File: config.mk
export PLATFORM = sky130hd
export DESIGN_NAME = sdram_arbiter
export DESIGN_NICKNAME = d
export VERILOG_FILES = /design/src/rtl/sdram_arb_pkg.sv /design/src/rtl/sdram_arb_tagq.sv /design/src/rtl/sdram_arbiter.sv
export SDC_FILE = /design/constraint.sdc
export NUM_CORES = 1
export LEC_CHECK = 0
export ABC_AREA = 1
export CAP_MARGIN = 10
export CORE_ASPECT_RATIO = 0.7
export CORE_MARGIN = 1.5
export CORE_UTILIZATION = 46
export DETAILED_ROUTE_END_ITERATION = 6
export HOLD_SLACK_MARGIN = 0.03
export PLACE_DENSITY = 0.88
export SETUP_SLACK_MARGIN = 0.02
export SLEW_MARGIN = 20
export SYNTH_ARGS = -nofsm -noshare
export SYNTH_HDL_FRONTEND = slang
export SYNTH_SLANG_ARGS = --single-unit
File: constraint.sdc
create_clock -name clk -period 4.9 [get_ports clk]
set_input_delay 0.98 -clock clk [delete_from_list [all_inputs] [get_ports clk]]
set_output_delay 0.98 -clock clk [all_outputs]
set_load 0.01 [all_outputs]
File: src/rtl/sdram_arb_pkg.sv
// Shared definitions for the two-port SDRAM arbiter: port ids, address field layout, FSM states.
// Latency: n/a (declarations only).
// Backpressure: n/a.
package sdram_arb_pkg;

  // Port ids, also the value stored per command in the tag queue.
  localparam logic PORT_CAP  = 1'b0;
  localparam logic PORT_HOST = 1'b1;

  // Word address layout {row, bank, col}.
  localparam int COL_W   = 9;
  localparam int BANK_W  = 2;
  localparam int ROW_W   = 13;
  localparam int ADDR_W  = ROW_W + BANK_W + COL_W;
  localparam int DATA_W  = 16;

  // Row-affinity key is bank+row, i.e. everything above the column.
  localparam int KEY_LSB = COL_W;
  localparam int KEY_MSB = ADDR_W - 1;
  localparam int KEY_W   = ROW_W + BANK_W;

  typedef enum logic {
    ST_IDLE = 1'b0,
    ST_OWN  = 1'b1
  } arb_state_t;

  function automatic logic [KEY_W-1:0] row_key(input logic [ADDR_W-1:0] addr);
    return addr[KEY_MSB:KEY_LSB];
  endfunction

endpackage

File: src/rtl/sdram_arb_tagq.sv
// In-order FIFO of 1-bit port ids for outstanding SDRAM commands.
// Latency: push visible at dout the cycle after; pop takes effect next cycle.
// Backpressure: push ignored when full, pop ignored when empty; simultaneous push+pop keeps count.
// Ports: push/din write side, pop/dout read side (dout = head), full/empty status.
module sdram_arb_tagq #(
  parameter int DEPTH = 8
) (
  input  logic clk,
  input  logic rst_n,
  input  logic push,
  input  logic din,
  input  logic pop,
  output logic dout,
  output logic full,
  output logic empty
);

  localparam int PTR_W = $clog2(DEPTH);

  logic [DEPTH-1:0] mem;
  logic [PTR_W-1:0] wr_ptr;
  logic [PTR_W-1:0] rd_ptr;
  logic [PTR_W:0]   count;
  logic             do_push;
  logic             do_pop;

  assign full    = (count == (PTR_W+1)'(DEPTH));
  assign empty   = (count == '0);
  assign do_push = push && !full;
  assign do_pop  = pop && !empty;
  assign dout    = mem[rd_ptr];

  // Pointers are exactly log2(DEPTH) bits, so increments wrap on their own.
  always_ff @(posedge clk or negedge rst_n) begin
    if (!rst_n) begin
      mem    <= '0;
      wr_ptr <= '0;
      rd_ptr <= '0;
      count  <= '0;
    end else begin
      if (do_push) begin
        mem[wr_ptr] <= din;
        wr_ptr      <= wr_ptr + 1'b1;
      end
      if (do_pop) begin
        rd_ptr <= rd_ptr + 1'b1;
      end
      count <= count + {{PTR_W{1'b0}}, do_push} - {{PTR_W{1'b0}}, do_pop};
    end
  end

endmodule

File: src/rtl/sdram_arbiter.sv
// Two-port round-robin SDRAM arbiter with row-affinity burst locking and in-order response routing.
// Latency: 1 idle cycle to grant, then combinational pass-through; responses routed 1 cycle after m_bvalid.
// Backpressure: owner's aready follows m_aready, and is forced low while TAG_DEPTH commands are outstanding.
// Ports: s0_* capture requester, s1_* host requester, m_* sdram side, r_bwe/r_bdata shared response
// payload qualified by s0_bvalid/s1_bvalid, err sticky flag for a response with no outstanding command.
module sdram_arbiter
  import sdram_arb_pkg::*;
#(
  parameter int MAX_BURST = 8,
  parameter int TAG_DEPTH = 8
) (
  input  logic              clk,
  input  logic              rst_n,
  input  logic              s0_avalid,
  output logic              s0_aready,
  input  logic              s0_awe,
  input  logic [ADDR_W-1:0] s0_aaddr,
  input  logic [DATA_W-1:0] s0_adata,
  output logic              s0_bvalid,
  input  logic              s1_avalid,
  output logic              s1_aready,
  input  logic              s1_awe,
  input  logic [ADDR_W-1:0] s1_aaddr,
  input  logic [DATA_W-1:0] s1_adata,
  output logic              s1_bvalid,
  output logic              r_bwe,
  output logic [DATA_W-1:0] r_bdata,
  output logic              m_avalid,
  input  logic              m_aready,
  output logic              m_awe,
  output logic [ADDR_W-1:0] m_aaddr,
  output logic [DATA_W-1:0] m_adata,
  input  logic              m_bvalid,
  input  logic              m_bwe,
  input  logic [DATA_W-1:0] m_bdata,
  output logic              err
);

  localparam int CNT_W = $clog2(MAX_BURST + 1);

  arb_state_t        state, state_nxt;
  logic              owner, owner_nxt;
  logic              rr, rr_nxt;
  logic [CNT_W-1:0]  burst_cnt, cnt_nxt;
  logic [KEY_W-1:0]  last_row, last_nxt;

  logic              own_vld, own_we, other_vld, rr_vld;
  logic [ADDR_W-1:0] own_addr;
  logic [DATA_W-1:0] own_data;
  logic              accept;
  logic              tag_full, tag_empty, tag_head, tag_pop;

  assign own_vld   = (owner == PORT_HOST) ? s1_avalid : s0_avalid;
  assign own_we    = (owner == PORT_HOST) ? s1_awe    : s0_awe;
  assign own_addr  = (owner == PORT_HOST) ? s1_aaddr  : s0_aaddr;
  assign own_data  = (owner == PORT_HOST) ? s1_adata  : s0_adata;
  assign other_vld = (owner == PORT_HOST) ? s0_avalid : s1_avalid;
  assign rr_vld    = (rr == PORT_HOST)    ? s1_avalid : s0_avalid;

  always_ff @(posedge clk or negedge rst_n) begin
    if (!rst_n) begin
      state     <= ST_IDLE;
      owner     <= PORT_CAP;
      rr        <= PORT_CAP;
      burst_cnt <= '0;
      last_row  <= '0;
    end else begin
      state     <= state_nxt;
      owner     <= owner_nxt;
      rr        <= rr_nxt;
      burst_cnt <= cnt_nxt;
      last_row  <= last_nxt;
    end
  end

  always_comb begin
    state_nxt = state;
    owner_nxt = owner;
    rr_nxt    = rr;
    cnt_nxt   = burst_cnt;
    last_nxt  = last_row;
    m_avalid  = 1'b0;
    m_awe     = 1'b0;
    m_aaddr   = '0;
    m_adata   = '0;
    s0_aready = 1'b0;
    s1_aready = 1'b0;
    accept    = 1'b0;
    case (state)
      ST_IDLE: begin
        if ((s0_avalid || s1_avalid) && !tag_full) begin
          state_nxt = ST_OWN;
          owner_nxt = rr_vld ? rr : ~rr;
          cnt_nxt   = '0;
        end
      end
      ST_OWN: begin
        m_avalid  = own_vld && !tag_full;
        m_awe     = own_we;
        m_aaddr   = own_addr;
        m_adata   = own_data;
        s0_aready = (owner == PORT_CAP)  && m_aready && !tag_full;
        s1_aready = (owner == PORT_HOST) && m_aready && !tag_full;
        accept    = own_vld && m_aready && !tag_full;
        if (accept) begin
          cnt_nxt  = burst_cnt + 1'b1;
          last_nxt = row_key(own_addr);
        end
        // Give up the bus when the owner goes quiet, its burst quota is spent, or it is
        // stalled on a row change while the other port could use the bus instead.
        if (!own_vld
            || (accept && burst_cnt == CNT_W'(MAX_BURST - 1))
            || (other_vld && row_key(own_addr) != last_row && !accept)) begin
          state_nxt = ST_IDLE;
          rr_nxt    = ~owner;
        end
      end
      default: state_nxt = ST_IDLE;
    endcase
  end

  sdram_arb_tagq #(.DEPTH(TAG_DEPTH)) u_tagq (
    .clk   (clk),
    .rst_n (rst_n),
    .push  (accept),
    .din   (owner),
    .pop   (tag_pop),
    .dout  (tag_head),
    .full  (tag_full),
    .empty (tag_empty)
  );

  assign tag_pop = m_bvalid && !tag_empty;

  // Responses come back in acceptance order, so the queue head names the issuing port.
  always_ff @(posedge clk or negedge rst_n) begin
    if (!rst_n) begin
      s0_bvalid <= 1'b0;
      s1_bvalid <= 1'b0;
      r_bwe     <= 1'b0;
      r_bdata   <= '0;
      err       <= 1'b0;
    end else begin
      s0_bvalid <= tag_pop && (tag_head == PORT_CAP);
      s1_bvalid <= tag_pop && (tag_head == PORT_HOST);
      if (tag_pop) begin
        r_bwe   <= m_bwe;
        r_bdata <= m_bdata;
      end
      if (m_bvalid && tag_empty) begin
        err <= 1'b1;
      end
    end
  end

endmodule

==> flow_summary_export.csv, run 1 <==
group,metric,value,unit
outcome,status,"finished clean",
drt,wl_met1,4620,µm
yosys,synth_cell_type_count,32,
sta,clock_skew,0.00737,ns
drt,wl_per_cell,13.3,µm
die,initial_core_util,0.475,
cts,clock_sinks,60,
cts,clk_latency,0.33,ns
grt,grt_start_max_net_pins,61,
drt,drt-initial-drc-count,244,
pwr,pwr-share-comb,0.514,
die,die_y,78.3,µm
cells_and_area,diodes,0,
drt,vias_per_cell,4.92,
sta,worst_pin_slew,0.970,ns
sta,period_needed,3.84,ns
pwr,seq_power_share,0.285,
setup_path,r2r-start,"owner",
sta,setup_tns,0,ns
cells_and_area,layout_common_cells,"223 x nand2_1, 167 x clkdlybuf4s50_1, 59 x dfrtp_1",
yosys,syn-cell-area,3720,µm²
drt,route.met2.wl,5310,µm
placement,portBuffers,168,
drt,met3_length,570,µm
setup_path,crit_required,3.92,ns
sta,final_max_slew_viol_count,0,
setup_path,cp-end-kind,"output pin",
sta,hold_viol_final,0,
pwr,power.total,3.14,mW
cells_and_area,area_growth,53.5,%
hold_path,hp-class,"flop to flop",
pwr,p_int,1.85,mW
grt,grt_pass1_wl,18000,µm
pwr,p_per_area,550,nW/µm²
die,ios,169,
drt,dr.pass1.iters,5,
drt,wirelength,10600,µm
drt,drc,0,
cells_and_area,nets,810,
run,maxCapViolCount,0,
cells_and_area,final_common_cell,"nand2_1",
cells_and_area,layout-drive-gt1-share,0.0500,
setup_path,crit_fanout,60,
cts,cts_hold_buf,0,
grt,grt_pass1_vias,3895,
yosys,avgSynthCellArea,6.92,µm²
die,dieArea,8650,µm²
placement,place_ws,1.12,ns
cts,h-tree-depth,3,
grt,grt_overflow,0,
die,die_w,111,µm
yosys,syn_nets,653,
placement,gp_congestion,0.791,
setup_path,worstSetupPathType,"flop to output pin",
die,core_area,7840,µm²
yosys,seq_area_frac_synth,0.403,
sta,layout_setup_ws,1.06,ns
sta,post-route-period-util,0.784,
pwr,switching_power,1.29,mW
cts,path_clk_slew,0.05,ns
cts,cts_tree,"built",
drt,antenna_left,0,
cts,cts_buffers,9,
sta,clock.fmax,260,MHz
cts,root_buffer,"clkbuf_16",
cts,post_cts_buffers,0,
placement,hpwl,7750,µm
die,rows,27,
cts,cts_resized,0,
yosys,yosys_register_bits,60,
sta,grt_setup_unrepaired,"false",
drt,dr.max_layer_used,"met4",
grt,antenna_found_initial,0,
yosys,yosysWarnings,0,
drt,routed-via-count,3944,
hold_path,worstHoldStart,"r_bdata[11]",
sta,finalSetupViolations,0,
yosys,synthCells,538,
pwr,clkPwrFrac,0.201,
setup_path,cp-startpoint,"owner",
pwr,p_leak,2.81,nW
setup_path,critPathArrivalTime,2.86,ns
cts,clockBufferDepth,2,
sta,max_slew_margin,0.353,
pwr,swShare,0.410,
pwr,irDropWorstVdd,0.360,mV
setup_path,worstSetupStartpointType,"flop",
grt,grt.total_usage,0.256,
-- Yosys cell counts --
master | n | area [µm²]
nand2_1 | 223 | 837
dfrtp_1 | 60 | 1500
inv_1 | 55 | 206
a21oi_1 | 39 | 195
nor2_1 | 35 | 131
o21ai_0 | 25 | 125
nand3_1 | 19 | 95.1
nand3b_1 | 11 | 82.6
clkbuf_1 | 9 | 33.8
ha_1 | 9 | 113
a31oi_1 | 8 | 50.1
nand2_2 | 8 | 50.1
buf_2 | 5 | 25.0
buf_4 | 4 | 30.0
xor2_1 | 4 | 35.0
buf_1 | 2 | 7.51
buf_6 | 2 | 22.5
inv_2 | 2 | 7.51
nor2_8 | 2 | 40.0
nor3_1 | 2 | 10.0
o22ai_1 | 2 | 12.5
xnor2_1 | 2 | 17.5
clkbuf_2 | 1 | 5.00
fa_1 | 1 | 20.0
inv_6 | 1 | 8.76
nand2_4 | 1 | 11.3
nor2_4 | 1 | 11.3
o211ai_1 | 1 | 7.51
o21ai_1 | 1 | 5.00
o21ai_2 | 1 | 8.76
o21bai_1 | 1 | 7.51
o31ai_1 | 1 | 7.51
-- cells by family (layout without fill, tap and decap cells) --
| group | count (synthesis) | count (layout) | share of synthesized area |
|---|---|---|---|
| and+or+nand+nor | 302 | 302 | 0.341 |
| buffers and inverters | 81 | 243 | 0.0931 |
| AOI/OAI and AO/OA | 79 | 79 | 0.113 |
| DFF | 60 | 60 | 0.403 |
| adders and majority gates | 10 | 10 | 0.0356 |
| xor gates and xnor gates | 6 | 6 | 0.0141 |
-- worst paths after layout --
check	cells past startpoint	endpoint	slack [ns]
min in group asynchronous	2	u_tagq.count[3]	0.80
max reg2reg	10	u_tagq.count[2]	1.56
max in group asynchronous	2	owner	3.59
min	2	r_bdata[11]	0.49
min reg2reg	2	r_bdata[11]	0.49
max	5	m_avalid	1.06
-- flip-flops by register name (all words and copies together) (netlist names), 3 cells and up --
name	count
burst_cnt	4
last_row	15
r_bdata	16
u_tagq.count	4
u_tagq.mem	8
u_tagq.rd_ptr	3
u_tagq.wr_ptr	3
-- area by class of cell --
cell class	instances	area (µm²)
Clock buffer	10	239
Inverter	58	223
Multi-Input combinational cell	397	1870
Clock inverter	6	63.8
Tap cell	101	126
Sequential cell	60	1500
Fill cell	611	2130
Timing Repair Buffer	169	1680
-- power groups by stage --
stage / logic, mW / registers, mW / clock network (mW)
floorplan: 1.02 / 0.824 / 0
global placement: 1.56 / 0.880 / 0
detailed placement: 1.62 / 0.895 / 0
CTS: 1.63 / 0.892 / 0.639
global route: 1.82 / 0.923 / 0.668
finish: 1.62 / 0.895 / 0.631
-- metrics by stage --
| stage | area (µm²) | utilization | hold WS [ns] | instances |
|---|---|---|---|---|
| after global placement | 5410 | 0.690 | 0.463 | 785 |
| after floorplan | 3720 | - | 0.463 | 538 |
| after CTS | 5710 | 0.729 | 0.484 | 801 |
| after detailed placement | 5410 | 0.690 | 0.471 | 785 |
| final | 5710 | 0.729 | 0.486 | 801 |
| after global routing | 5710 | 0.729 | 0.501 | 801 |
-- layer usage --
metal / global-route usage / up-vias
met3: 0.0687 / 10
li1: - / 1995
met2: 0.448 / 129
met4: 0.0692 / 0
met1: 0.314 / 1810
met5: 0 / -
-- critical path, stage by stage, from the launching register on --
cell             delay, ns
dfrtp_2               1.00
inv_6                 0.37
o21ai_2               0.29
nand2_1               0.12
nor2_4                0.12
clkdlybuf4s50_1       0.57
No activity file was read; power rests on OpenSTA's default activity.
==> run 2: changes to the inputs <==
--- a/config.mk
+++ b/config.mk
@@ -9,10 +9,10 @@
 export CAP_MARGIN = 10
 export CORE_ASPECT_RATIO = 0.7
 export CORE_MARGIN = 1.5
-export CORE_UTILIZATION = 46
+export CORE_UTILIZATION = 38
 export DETAILED_ROUTE_END_ITERATION = 6
 export HOLD_SLACK_MARGIN = 0.03
-export PLACE_DENSITY = 0.88
+export PLACE_DENSITY = 0.77
 export SETUP_SLACK_MARGIN = 0.02
 export SLEW_MARGIN = 20
 export SYNTH_ARGS = -nofsm -noshare
==> constraint.sdc (replaced) <==
create_clock -name clk -period 3.3 [get_ports clk]
set_input_delay 0.66 -clock clk [delete_from_list [all_inputs] [get_ports clk]]
set_output_delay 0.66 -clock clk [all_outputs]
set_load 0.01 [all_outputs]
==> run 2 against run 1 <==
Global-route usage down 4.9 points. Critical endpoint unchanged. Design area up 0.59%. Sequential power up 42%. First-iteration DRC count down 2.9%. Critical path depth up 1. Via count down 0.28%. Sequential cell count unchanged. Final cell count up 3.5%. Sequential share of layout area down 0.15 points. Core utilization down 11 points. Combinational power up 51%. Worst hold slack worse by 0.14 ns.
==> flow_summary_export.csv, run 2 (synthesized netlist as in run 1, its figures left out) <==
group,metric,value,unit
setup_path,crit_required,2.64,ns
cts,clk_latency,0.32,ns
die,die_y,85.8,µm
grt,busiest_layer,"met2",
sta,period_needed,3.01,ns
drt,drc,0,
run,maxCapViolCount,0,
die,initial_core_util,0.401,
pwr,irDropWorstVdd,0.353,mV
cells_and_area,nFillCells,831,
placement,placedInstanceArea,5480,µm²
grt,grt_pass1_wl,17300,µm
cells_and_area,largest_reg_flops,16,
die,core_area,9290,µm²
cts,cts_resized,0,
sta,setup_tns,0,ns
grt,grt.total_usage,0.206,
cts,root_buffer,"clkbuf_16",
setup_path,worstSetupPathType,"flop to output pin",
setup_path,crit_fanout,60,
die,dieArea,10400,µm²
cts,clockBufferDepth,2,
sta,max_slew_margin,0.455,
drt,vias_per_cell,4.74,
setup_path,cp-end-kind,"output pin",
grt,antenna_found_initial,0,
cells_and_area,layout_common_cells,"223 x nand2_1, 167 x clkdlybuf4s50_1, 59 x dfrtp_1",
sta,grt_setup_unrepaired,"false",
cts,clock_sinks,60,
placement,gp_congestion,0.776,
outcome,status,"finished clean",
cells_and_area,reg_top3,"r_bdata: 16 flops, last_row: 15 flops, u_tagq.mem: 8 flops",
cells_and_area,final_area,5750,µm²
cts,path_clk_slew,0.05,ns
cts,post_cts_buffers,0,
setup_path,critPathArrivalTime,2.35,ns
die,die_w,121,µm
sta,worst_pin_slew,0.817,ns
placement,portBuffers,168,
sta,holdWs,0.346,ns
setup_path,reg2reg_depth,11,
sta,clock_skew,0.00793,ns
drt,drt-initial-drc-count,237,
cts,cts_hold_buf,0,
cells_and_area,diodes,0,
drt,wl_per_cell,12.2,µm
cells_and_area,layout-drive-gt1-share,0.0553,
placement,hpwl,7500,µm
cells_and_area,regMostFlops,"r_bdata",
drt,dr.pass1.iters,5,
die,rows,29,
setup_path,worstSetupStartpointType,"flop",
drt,wirelength,10100,µm
sta,clock.fmax,332,MHz
grt,grt_pass1_vias,3867,
grt,grt_start_max_net_pins,61,
grt,grt_overflow,0,
pwr,p_leak,2.82,nW
drt,routed-via-count,3933,
cts,cts_tree,"built",
cells_and_area,area_growth,54.4,%
grt,gr-usage-met2,0.357,
cts,cts_buffers,9,
cells_and_area,final_common_cell,"nand2_1",
cts,h-tree-depth,3,
cells_and_area,nets,815,
grt,grt_use_met1,0.253,
drt,antenna_left,0,
sta,post-route-period-util,0.913,
sta,hold_viol_final,0,
grt,use_met3,0.0559,
sta,finalSetupViolations,0,
die,ios,169,
sta,final_max_slew_viol_count,0,
hold_path,hp-class,"input port to asynchronous set/reset pin",
pwr,p_per_area,791,nW/µm²
## run 2: cell type report
| type | instances | area, µm² | area share |
|---|---|---|---|
| multi-input cells | 397 | 1870 | 0.326 |
| clock inverters | 5 | 27.5 | 0.00479 |
| well taps | 124 | 155 | 0.0270 |
| repair buffers | 174 | 1720 | 0.300 |
| inverters | 58 | 223 | 0.0388 |
| clock buffers | 11 | 243 | 0.0422 |
| flip-flops and latches | 60 | 1500 | 0.262 |
## run 2: critical path, cell delays in order (launching register included)
cell and delay (ns):
dfrtp_2 0.58, inv_6 0.42, nand2_1 0.12, o21ai_2 0.10, nand2_1 0.11, nor2_4 0.12
clkdlybuf4s50_1 0.58
## run 2: per-layer routing
| layer | part of all wire | vias up |
|---|---|---|
| li1 | - | 2008 |
| met2 | 0.47 | 135 |
| met4 | 0.014 | 0 |
| met1 | 0.44 | 1778 |
| met5 | 0 | - |
| met3 | 0.074 | 12 |
## run 2: power breakdown
group / leakage, nW / switching, mW / internal, mW
Clock: 0.135 / 0.315 / 0.522
Combinational: 1.95 / 1.31 / 1.13
Sequential: 0.737 / 0.237 / 1.03
Total: 2.82 / 1.86 / 2.68
## run 2: worst paths after layout
check	start	end	slack (ns)
worst min register to register	r_bdata[4]	r_bdata[4]	0.48
worst max-delay path	owner	m_avalid	0.29
worst min-delay path	rst_n	r_bdata[5]	0.35
worst max register to register	owner	u_tagq.count[2]	0.82
max in group asynchronous	rst_n	owner	2.27
min in group clk	r_bdata[4]	r_bdata[4]	0.48
## run 2: stage by stage
step,cells,power (mW),utilization,worst slack (ns)
floorplan,538,2.74,-,1.12
global placement,813,3.65,0.589,0.392
detailed placement,813,3.72,0.589,0.392
CTS,829,4.59,0.619,0.243
global route,829,4.98,0.619,0.103
finish,829,4.54,0.619,0.288
